### src/rtl/piso_serializer_if.sv
// -----------------------------------------------------------------------------
// piso_serializer_if
// Groups the parallel word handshake and the serial output of piso_serializer.
//   DIN        parallel word, MSB transmitted first
//   DVALID     DIN valid
//   DREADY     holding buffer can take a word
//   SOUT       serial data to the downstream shift register D
//   SCE        shift enable to the downstream shift register CE
//   LAST       high with SCE on the final bit of a word
//   BUSY       transmitter active or holding a word
//   FRAME_DONE one-cycle pulse after a word's final bit
// master: the word producer / serial consumer side. slave: the serializer.
// -----------------------------------------------------------------------------
interface piso_serializer_if #(
   parameter int unsigned N = 8
) ();

   logic [N-1:0] DIN;
   logic         DVALID;
   logic         DREADY;
   logic         SOUT;
   logic         SCE;
   logic         LAST;
   logic         BUSY;
   logic         FRAME_DONE;

   modport master (
      output DIN,
      output DVALID,
      input  DREADY,
      input  SOUT,
      input  SCE,
      input  LAST,
      input  BUSY,
      input  FRAME_DONE
   );

   modport slave (
      input  DIN,
      input  DVALID,
      output DREADY,
      output SOUT,
      output SCE,
      output LAST,
      output BUSY,
      output FRAME_DONE
   );

endinterface

### src/rtl/piso_serializer.sv
// -----------------------------------------------------------------------------
// piso_serializer
// Parallel-in, serial-out transmitter feeding an N-bit serial-in shift register.
// Words are accepted on a valid/ready handshake into a one-deep holding buffer,
// then shifted out MSB first, one bit per DIV clock cycles, with SCE high in
// the last cycle of each bit period. GAP idle bit periods separate words.
//
// Parameters:
//   N    word width (N >= 2)
//   DIV  clock cycles per bit period (DIV >= 1)
//   GAP  idle bit periods between consecutive words (GAP >= 0)
// Ports:
//   CLK     rising-edge clock
//   RST     synchronous active-high reset; discards current and held words
//   io_bus  slave side of piso_serializer_if (handshake + serial outputs)
// -----------------------------------------------------------------------------
module piso_serializer #(
   parameter int unsigned N   = 8,
   parameter int unsigned DIV = 1,
   parameter int unsigned GAP = 0
) (
   input  logic                  CLK,
   input  logic                  RST,
   piso_serializer_if.slave      io_bus
);

   localparam int unsigned BitW   = (N > 1) ? $clog2(N) : 1;
   localparam int unsigned DivW   = (DIV > 1) ? $clog2(DIV) : 1;
   localparam int unsigned GapCyc = GAP * DIV;
   localparam int unsigned GapW   = (GapCyc > 1) ? $clog2(GapCyc) : 1;

   localparam logic [BitW-1:0] BitLast = BitW'(N - 1);
   localparam logic [DivW-1:0] DivLast = DivW'(DIV - 1);
   localparam logic [GapW-1:0] GapLast = GapW'((GapCyc > 0) ? GapCyc - 1 : 0);

   typedef enum logic [1:0] {
      StIdle,
      StShift,
      StGap
   } state_t;

   // State
   state_t          r_state;
   logic [N-1:0]    r_shifter;
   logic [N-1:0]    r_hold;
   logic            r_hold_full;
   logic [BitW-1:0] r_bit_cnt;
   logic [DivW-1:0] r_div_cnt;
   logic [GapW-1:0] r_gap_cnt;
   logic            r_frame_done;

   // Next-state and decoded outputs
   state_t          w_state_nxt;
   logic [N-1:0]    w_shifter_nxt;
   logic [N-1:0]    w_hold_nxt;
   logic            w_hold_full_nxt;
   logic [BitW-1:0] w_bit_nxt;
   logic [DivW-1:0] w_div_nxt;
   logic [GapW-1:0] w_gap_nxt;
   logic            w_load;
   logic            w_accept;
   logic            w_dready;
   logic            w_sout;
   logic            w_sce;
   logic            w_last;

   // Ready depends on the buffer flag only; RST gating keeps DREADY low
   // during reset without involving DVALID.
   assign w_dready = !r_hold_full && !RST;
   assign w_accept = io_bus.DVALID && w_dready;

   always_comb begin
      w_state_nxt   = r_state;
      w_shifter_nxt = r_shifter;
      w_bit_nxt     = r_bit_cnt;
      w_div_nxt     = r_div_cnt;
      w_gap_nxt     = r_gap_cnt;
      w_load        = 1'b0;
      w_sout        = 1'b0;
      w_sce         = 1'b0;
      w_last        = 1'b0;

      unique case (r_state)
         StIdle: begin
            if (r_hold_full) begin
               w_load = 1'b1;
            end
         end

         StShift: begin
            w_sout = r_shifter[N-1];
            w_sce  = (r_div_cnt == DivLast);
            w_last = w_sce && (r_bit_cnt == BitLast);
            if (w_sce) begin
               w_div_nxt     = '0;
               w_shifter_nxt = {r_shifter[N-2:0], 1'b0};
               if (w_last) begin
                  w_bit_nxt = '0;
                  if (GapCyc > 0) begin
                     w_state_nxt = StGap;
                     w_gap_nxt   = '0;
                  end else if (r_hold_full) begin
                     // Back-to-back: next word's MSB follows with no bubble.
                     w_load = 1'b1;
                  end else begin
                     w_state_nxt = StIdle;
                  end
               end else begin
                  w_bit_nxt = r_bit_cnt + 1'b1;
               end
            end else begin
               w_div_nxt = r_div_cnt + 1'b1;
            end
         end

         StGap: begin
            if (r_gap_cnt == GapLast) begin
               w_gap_nxt = '0;
               if (r_hold_full) begin
                  w_load = 1'b1;
               end else begin
                  w_state_nxt = StIdle;
               end
            end else begin
               w_gap_nxt = r_gap_cnt + 1'b1;
            end
         end

         default: begin
            w_state_nxt = StIdle;
         end
      endcase

      // Loading the shifter drains the holding buffer and restarts both counters.
      if (w_load) begin
         w_state_nxt   = StShift;
         w_shifter_nxt = r_hold;
         w_bit_nxt     = '0;
         w_div_nxt     = '0;
      end
   end

   // Drain and accept never coincide: drain needs a full buffer, accept an empty one.
   always_comb begin
      w_hold_full_nxt = r_hold_full;
      w_hold_nxt      = r_hold;
      if (w_load) begin
         w_hold_full_nxt = 1'b0;
      end
      if (w_accept) begin
         w_hold_full_nxt = 1'b1;
         w_hold_nxt      = io_bus.DIN;
      end
   end

   always_ff @(posedge CLK) begin
      if (RST) begin
         r_state      <= StIdle;
         r_shifter    <= '0;
         r_hold       <= '0;
         r_hold_full  <= 1'b0;
         r_bit_cnt    <= '0;
         r_div_cnt    <= '0;
         r_gap_cnt    <= '0;
         r_frame_done <= 1'b0;
      end else begin
         r_state      <= w_state_nxt;
         r_shifter    <= w_shifter_nxt;
         r_hold       <= w_hold_nxt;
         r_hold_full  <= w_hold_full_nxt;
         r_bit_cnt    <= w_bit_nxt;
         r_div_cnt    <= w_div_nxt;
         r_gap_cnt    <= w_gap_nxt;
         r_frame_done <= w_last;
      end
   end

   assign io_bus.DREADY     = w_dready;
   assign io_bus.SOUT       = w_sout;
   assign io_bus.SCE        = w_sce;
   assign io_bus.LAST       = w_last;
   assign io_bus.BUSY       = (r_state != StIdle) || r_hold_full;
   assign io_bus.FRAME_DONE = r_frame_done;

endmodule
### src/flat_wrapper.sv
// flat-port wrapper written by rule: the top's interface ports become plain ports
module piso_serializer_flat 
#(
   parameter int unsigned N   = 8,
   parameter int unsigned DIV = 1,
   parameter int unsigned GAP = 0
)
  (CLK, RST, io_bus_DIN, io_bus_DVALID, io_bus_DREADY, io_bus_SOUT, io_bus_SCE, io_bus_LAST, io_bus_BUSY, io_bus_FRAME_DONE);
  piso_serializer_if #(.N(N)) io_bus_i ();
  input  logic CLK;
  input  logic RST;
  input wire logic [$bits(io_bus_i.DIN)-1:0] io_bus_DIN;
  input wire logic [$bits(io_bus_i.DVALID)-1:0] io_bus_DVALID;
  output wire logic [$bits(io_bus_i.DREADY)-1:0] io_bus_DREADY;
  output wire logic [$bits(io_bus_i.SOUT)-1:0] io_bus_SOUT;
  output wire logic [$bits(io_bus_i.SCE)-1:0] io_bus_SCE;
  output wire logic [$bits(io_bus_i.LAST)-1:0] io_bus_LAST;
  output wire logic [$bits(io_bus_i.BUSY)-1:0] io_bus_BUSY;
  output wire logic [$bits(io_bus_i.FRAME_DONE)-1:0] io_bus_FRAME_DONE;
  assign io_bus_i.DIN = io_bus_DIN;
  assign io_bus_i.DVALID = io_bus_DVALID;
  assign io_bus_DREADY = io_bus_i.DREADY;
  assign io_bus_SOUT = io_bus_i.SOUT;
  assign io_bus_SCE = io_bus_i.SCE;
  assign io_bus_LAST = io_bus_i.LAST;
  assign io_bus_BUSY = io_bus_i.BUSY;
  assign io_bus_FRAME_DONE = io_bus_i.FRAME_DONE;
  piso_serializer #(.N(N), .DIV(DIV), .GAP(GAP)) u_core (.CLK(CLK), .RST(RST), .io_bus(io_bus_i));
endmodule
### config.mk
export PLATFORM = sky130hd
export DESIGN_NAME = piso_serializer_flat
export DESIGN_NICKNAME = d
export VERILOG_FILES = /design/src/rtl/piso_serializer_if.sv /design/src/rtl/piso_serializer.sv /design/src/flat_wrapper.sv
export SDC_FILE = /design/constraint.sdc
export NUM_CORES = 1
export LEC_CHECK = 0
export CAP_MARGIN = 20
export CORE_UTILIZATION = 40
export CTS_CLUSTER_DIAMETER = 100
export DETAILED_ROUTE_END_ITERATION = 8
export GPL_ROUTABILITY_DRIVEN = 0
export PLACE_DENSITY = 0.63
export RECOVER_POWER = 50
export SETUP_SLACK_MARGIN = 0.5
export SYNTH_ARGS = -nofsm -noshare
export SYNTH_HDL_FRONTEND = slang
export SYNTH_SLANG_ARGS = --single-unit
### constraint.sdc
create_clock -name CLK -period 1.5 [get_ports CLK]
set_input_delay 0.3 -clock CLK [delete_from_list [all_inputs] [get_ports CLK]]
set_output_delay 0.3 -clock CLK [all_outputs]
set_load 0.01 [all_outputs]
======== Word-level counts from Yosys, hierarchy flattened ========
Cells that the tools add are included.
word-level totals
  register bits after elaboration ......... 25
  input port bits ......................... 11
  output and inout bits ................... 6
  logic and storage cells ................. 62
cells by class
  $add $sub $neg .......................... 3
  equal/unequal tests ..................... 11
  muxes and demuxes ....................... 22
  bitwise logic cells ..................... 2
  reduce and logical (&&, ||, !) cells .... 15
operators with widths
  kind                 count
  $mux 8               3
  $mux 1               12
  $mux 2               4
  $reduce_and 4->1     2
  $ne 2x2->1 const B   3
  $ne 3x3->1 const B   2
  $pmux 2 s3           1
  $reduce_bool 2->1    3
  $ne 2x1->1 const B   2
  $reduce_and 2->1     2
  $add 3x1->3 const B  1
  $eq 3x3->1 const B   1
  $logic_and 1x1->1    3
  $mux 3               1
  $ne 3x1->1 const B   1
  $pmux 1 s3           1
  $add 1x1->1 const B  2
  $eq 2x1->1 const B   1
  $eq 2x2->1 const B   1
  $logic_not 1->1      2
  $logic_not 2->1      1
  $not 1->1            2
  $reduce_or 2->1      1
  $logic_or 1x1->1     1

======== Depth between registers and ports, before layout ========
Gate-level depths: netlist of run 1.
  word-level depth ........................ 7
  gate-level depth with buffers ........... 6
  depth with buffers taken out ............ 5

======== Worst setup path before layout of run 1 ========
Ideal clock, no wire load.
  kind .................................... register -> register
  from .................................... register u_core.r_bit_cnt[0]
  to ...................................... register u_core.r_shifter[7]
  arrival ................................. 1.231 ns
  path slack .............................. 0.144 ns
  cell stages (with the launch flop) ...... 7
  buffers on the path ..................... 1
  clock period less this slack ............ 1.356 ns
  cell sequence ........................... dfxtp_1 ha_1 ha_1 nand2b_1 buf_2 a32oi_1 o2bb2ai_1
between the ends
  word-level cells in the longest chain between the ends .. 7
ends and longest elaborated chain
  what                                                       RTL line                text
  from (decl)                                                piso_serializer.sv:47   logic [BitW-1:0] r_bit_cnt;
  from (signal assigned)                                     piso_serializer.sv:171  r_bit_cnt <= w_bit_nxt;
  $eq 3x3->1 (*)                                             piso_serializer.sv:93   w_last = w_sce && (r_bit_cnt == BitLast);
  $logic_and 1x1->1 (*)                                      piso_serializer.sv:93
  $mux 1 (*)                                                 piso_serializer.sv:97   if (w_last) begin
  $mux 1 (*)                                                 piso_serializer.sv:94   if (w_sce) begin
  $pmux 1 s3 (*)                                             piso_serializer.sv:83   unique case (r_state)
  $ne 2x2->1 (no line) or $reduce_bool 2->1 (tied branches)  n/a
  $reduce_and 2->1 (no line)                                 n/a
  to (signal assigned)                                       piso_serializer.sv:168  r_shifter <= w_shifter_nxt;
  to (decl)                                                  piso_serializer.sv:44   logic [N-1:0] r_shifter;
Every way passes the cells marked *; elsewhere a longest branch is shown, timed or not.
A chain may end at the register's enable or synchronous reset.

======== Final worst setup path of run 1 ========
  from .................................... register u_core.r_bit_cnt[0]
  to ...................................... output io_bus_LAST
between the ends
  word-level cells in the longest chain between the ends .. 3
ends and longest elaborated chain
  what               RTL line               text
  $eq 3x3->1         piso_serializer.sv:93
  $logic_and 1x1->1  piso_serializer.sv:93
  $mux 1             piso_serializer.sv:83
  to (decl)          flat_wrapper.sv:17     output wire logic [$bits(io_bus_i.LAST)-1:0] io_bus_LAST;
Every way passes these cells.

==> metrics.yaml, run 1 <==
outcome: "finished with violations"
violations: "setup timing"
cp-end-kind: "output pin"
yosysSeqAreaShare: 0.476
setup.worst_path.start_class: "flop"
min_period_ns: 1.52
grt_pass1_wl_um: 3840
diodes: 0
p_leak_nw: 0.563
hold_viol_final: 0
drt_first_pass_iters: 4
core_area_um2: 2190
synth_top_area_share: 0.476
rsz0062_at_grt: "yes"
cp_data_required_time_ns: 1.20
netlist_area_um2: 926
wirelength_um: 2210
dieArea_um2: 2510
p_per_area_nw_per_um2: 849
drv_cap: 0
power.total_w: 0.00121
stdcell_count: 157
synthDistinctLibCells: 25
syn_area_per_cell_um2: 9.26
clock_sinks: 22
utilization: 0.650
start_util: 0.423
setup_viol: 1
placed_cells: 144
fp.dieH_um: 50.1
via_count: 828
drc: 0
cts_buffers: 3
hpwl_um: 1420
ant_nets: 0
slew_violations: 0
cts_hold_buffers: 0
grt_util_all_layers: 0.205
worst_pin_slew_ns: 0.357
grt_pass1_vias: 867
synth_seq_cells: 22
cp_max_fo: 2
io_pins: 17
finClkSkew_ns: 0.00154
synth.area.top_cells: "dfxtp_1 48%, nand2_1 6.9%, a32oi_1 6.6%"
synth_edf_count: 0
async_reset_ff_frac: 0
postSynthCellCount: 100
hp-class: "flop to flop"
drtIter0Drc: 16
area_delta_synth_final_pct: 53.8
final_layout_size_suffix_gt1_frac: 0.504
relSlewSlack: 0.762
synth.net_count: 113
yosysWarnings: 0
synth_most_common_cell: "dfxtp_1"
clkLatencyLatePin_ns: 0.30
yosys.area.top_type: "dfxtp_1"
clkTransAtPathRegs_ns: 0.12
grt_max_degree: 24
worstSetupPathType: "flop to output pin"
clockBufferDepth: 2
post_drt_wl_per_cell_um: 14.1
io_buffers: 16
nets: 143
die_w_um: 50.1
vdd.ir_drop.worst_mv: 0.493
root_buffer: "clkbuf_4"
fmax_ghz: 0.657
synth_commonest_cells: "22 x dfxtp_1, 17 x nand2_1, 9 x a21oi_1, 9 x nor2_1, 7 x a32oi_1"
antenna_found_initial: 0
period_share: 1.01
layout_setup_ws_ns: -0.0211
fillers: 201
tritoncts: "built"
seqCellArea_um2: 450
multi_input_area_um2: 576
htree_levels: 1
arrival_ns: 1.22
viasPerCell: 5.27
rows: 17
ys.flop_type: "dfxtp_1"
grt_overflow: 0
## stage by stage
stage               setup TNS, ns  hold WS [ns]  setup slack [ns]  cell area [um^2]
global placement            -1.17         0.447            -0.170              1180
floorplan                       0         0.371             0.272               985
CTS                       -0.0359         0.468           -0.0359              1370
detailed placement          -1.39         0.446            -0.203              1180
finish                    -0.0211         0.465           -0.0211              1420
global route               -0.488         0.490           -0.0763              1420
## timing repair
action                                  4_1_cts  5_1_grt
setup buffers                                 6        2
resized for setup                            66       12
endpoints found under the setup margin       28       28
gates cloned                                  1        0
pin swaps                                    13        5
## worst max-delay path, stage by stage (launching register included)
cell and delay, ns:
dfxtp_2 0.36, ha_4 0.17, ha_4 0.15, and2_4 0.13, buf_6 0.11
## cell type report
class | count | share of cell area
clock buffers | 4 | 0.0255
repair buffers | 35 | 0.227
inverters | 1 | 0.00264
flip-flops and latches | 22 | 0.316
multi-input cells | 67 | 0.404
well taps | 28 | 0.0246
## layer usage
metal,GRT usage,wire (um),vias to the layer above
met4,0.100,29,0
met2,0.356,1160,18
li1,-,-,407
met3,0.0401,67,4
met5,0,0,-
met1,0.235,957,399
## logic make-up after synthesis
group	synth area share
flops	0.476
mux	0.0108
buf+inv	0.0689
compound gates	0.195
fa+ha+maj	0.0270
simple gates	0.223
## cells in the final DEF, fill, tap and decap left out, types with 3 or more instances in the layout
cell type and count:
a21oi_2 8, clkdlybuf4s50_1 8, a32oi_2 3, nand2_1 7
nand2_2 5, nor2b_1 3, nor2_1 8, clkbuf_4 3
buf_4 8, a32oi_1 4, dfxtp_1 18, o2bb2ai_1 6
nand2_4 5, buf_6 13
## flip-flops by register name, summed over array words and instances, names as in the netlist
register	flops
u_core.r_hold	8
u_core.r_shifter	8
u_core.io_bus.FRAME_DONE	1
u_core.r_state	1
u_core.r_bit_cnt	3
u_core.r_hold_full	1
## worst paths after layout
kind                                     startpoint  cells after the start  slack [ns]                  end
worst max-delay path            u_core.r_bit_cnt[0]                      4       -0.02          io_bus_LAST
worst min register to register     u_core.r_hold[5]                      2        0.46     u_core.r_hold[5]
worst min-delay path               u_core.r_hold[5]                      2        0.46     u_core.r_hold[5]
worst max register to register  u_core.r_bit_cnt[0]                      7        0.02  u_core.r_shifter[3]
## power by group
part           total (W)  leakage, nW  internal, W  switching, W
clock           0.000327       0.0210     0.000148      0.000179
sequential      0.000633        0.182     0.000610     0.0000225
combinational   0.000250        0.360     0.000130      0.000120
No activity file was read; power rests on OpenSTA's default activity.
==> run 2, diff against run 1 <==
- SLEW_MARGIN: not set -> 20
==> results of run 2 <==
Final layout, timing and power as in run 1 (identical DEF).
==> run 3, diff against run 2 <==
--- a/config.mk
+++ b/config.mk
@@ -11,3 +11,3 @@
 export DETAILED_ROUTE_END_ITERATION = 8
-export GPL_ROUTABILITY_DRIVEN = 0
+export GPL_ROUTABILITY_DRIVEN = 1
 export PLACE_DENSITY = 0.63
--- a/constraint.sdc
+++ b/constraint.sdc
@@ -3,2 +3,2 @@
 set_output_delay 0.3 -clock CLK [all_outputs]
-set_load 0.01 [all_outputs]
+set_load 0.02 [all_outputs]
==> metrics.yaml, run 3 (same netlist as run 1, synthesis figures left out) <==
clockBufferDepth: 2  # unchanged
worstSetupPathType: "flop to output pin"
htree_levels: 1  # unchanged
clkLatencyLatePin_ns: 0.30  # about the same
stdcell_count: 156  # -0.64%
finClkSkew_ns: 0.00180  # +0.000266 ns
largestRegisters: "u_core.r_hold (8), u_core.r_shifter (8), u_core.r_bit_cnt (3)"
holdWs_ns: 0.471  # +0.00628 ns
setup_viol: 1  # unchanged
tns_ns: -0.0153  # +0.00575 ns
hp-class: "flop to flop"
grt_overflow: 0  # unchanged
p_leak_nw: 0.577  # +2.5%
io_pins: 17  # unchanged
viasPerCell: 5.10  # -3.2%
diodes: 0  # unchanged
grt_pass1_wl_um: 3250  # -15%
violations: "setup timing"
grt_max_degree: 24  # unchanged
area_delta_synth_final_pct: 58.4
layout_setup_ws_ns: -0.0153  # +0.00575 ns
root_buffer: "clkbuf_4"
cts_buffers: 3  # unchanged
fp.dieH_um: 50.1  # unchanged
pwr-share-clk: 0.260  # -0.010
rows: 17  # unchanged
nets: 142  # -0.70%
rsz0062_at_grt: "yes"
grt_pass1_vias: 750  # -13%
start_util: 0.423  # unchanged
intPower_w: 0.000895  # +0.76%
power_switching_w: 0.000309  # -3.7%
fin_area_um2: 1470  # +3.0%
hp-start: "u_core.r_shifter[5]"
grt_util_all_layers: 0.169  # -0.0359
period_share: 1.01  # -0.00384
min_period_ns: 1.52  # -0.00575 ns
cts_hold_buffers: 0  # unchanged
worst_pin_slew_ns: 0.298  # -0.0593 ns
crit-reg2reg-launch: "u_core.r_bit_cnt[0]"
dieArea_um2: 2510  # unchanged
io_buffers: 16  # unchanged
cp_data_required_time_ns: 1.20  # about the same
drtIter0Drc: 5  # -11
relSlewSlack: 0.801  # +0.0395
hold_viol_final: 0  # unchanged
power.total_w: 0.00120  # -0.43%
ant_nets: 0  # unchanged
wirelength_um: 2050  # -7.5%
p_per_area_nw_per_um2: 821  # -3.3%
critPathLaunch: "u_core.r_bit_cnt[0]"
placed_cells: 144  # unchanged
netSwitchingFraction: 0.257  # -0.00881
layout_commonest_cell: "dfxtp_1"
antenna_found_initial: 0  # unchanged
setup.worst_path.start_class: "flop"
arrival_ns: 1.22  # about the same
clock_sinks: 22  # unchanged
outcome: "finished with violations"
drv_cap: 0  # unchanged
pwr-share-seq: 0.525  # +0.002
fmax_ghz: 0.660  # +0.38%
pwr-share-comb: 0.214  # +0.007
clkTransAtPathRegs_ns: 0.11  # about the same
cp_max_fo: 2  # unchanged
gp_congestion: 0.722
dpl_cell_area_um2: 1180  # unchanged
hpwl_um: 1340  # -6.1%
drc: 0  # unchanged
tritoncts: "built"
slew_violations: 0  # unchanged
vdd.ir_drop.worst_mv: 0.893  # +81%
die_w_um: 50.1  # unchanged
drt_first_pass_iters: 2  # -2
cp-end-kind: "output pin"
final_layout_size_suffix_gt1_frac: 0.539  # +0.0352
post_drt_wl_per_cell_um: 13.1  # -6.9%
core_area_um2: 2190  # unchanged
final_cell_mix: "18 x dfxtp_1, 12 x buf_6, 10 x buf_4"
via_count: 796  # -3.9%
[run 3: changes by cell type in the layout (fill, tap and decap cells not counted), moves of 2 or more]
cell	change
nor2b_4	+2
buf_2	-2
buf_4	+2
nor2b_1	-2
[run 3: path summary, 6_finish.rpt]
kind / end / slack [ns] / cells after the start
worst min-delay path: u_core.r_shifter[6] / 0.47 / 1
worst max-delay path: io_bus_LAST / -0.02 / 4
worst min register to register: u_core.r_shifter[6] / 0.47 / 1
worst max register to register: u_core.r_shifter[5] / 0.03 / 7
[run 3: power groups by stage]
stage          Sequential, W  Clock, W  Combinational, W
2_1_floorplan       0.000636         0          0.000124
6_report            0.000633  0.000314          0.000258
3_5_place_dp        0.000645         0          0.000186
4_1_cts             0.000632  0.000323          0.000224
5_1_grt             0.000636  0.000352          0.000279
3_3_place_gp        0.000644         0          0.000182
[run 3: what timing repair did]
item	CTS	global route
gates cloned	0	1
setup buffers	3	4
gates resized for setup	72	14
pin swaps	16	10
endpoints found under the setup margin	28	28
[run 3: layer usage]
metal,GRT usage,vias to the layer above,share of wire
met1,0.225,375,0.47
met4,0,0,0
met3,0.0556,0,0.037
met5,0,-,0
li1,-,406,-
met2,0.280,15,0.49
[run 3: critical path, cell delays in order, from the launching register on]
cell	delay, ns
dfxtp_2	0.35
ha_4	0.16
ha_4	0.15
and2_4	0.13
buf_6	0.12
[run 3: layout make-up]
class | instances | area [um^2]
fill | 185 | 724
multi-input combinational | 67 | 588
sequential | 22 | 450
timing repair buffer | 34 | 353
clock buffer | 4 | 36.3
tap | 28 | 35.0
inverter | 1 | 3.75
[run 3: per-stage QoR]
| step | setup slack (ns) | utilization |
|---|---|---|
| 2_1_floorplan | 0.272 | - |
| 3_5_place_dp | -0.272 | 0.540 |
| 4_1_cts | -0.0250 | 0.615 |
| 3_3_place_gp | -0.264 | 0.540 |
| 5_1_grt | -0.0566 | 0.669 |
| 6_report | -0.0153 | 0.669 |
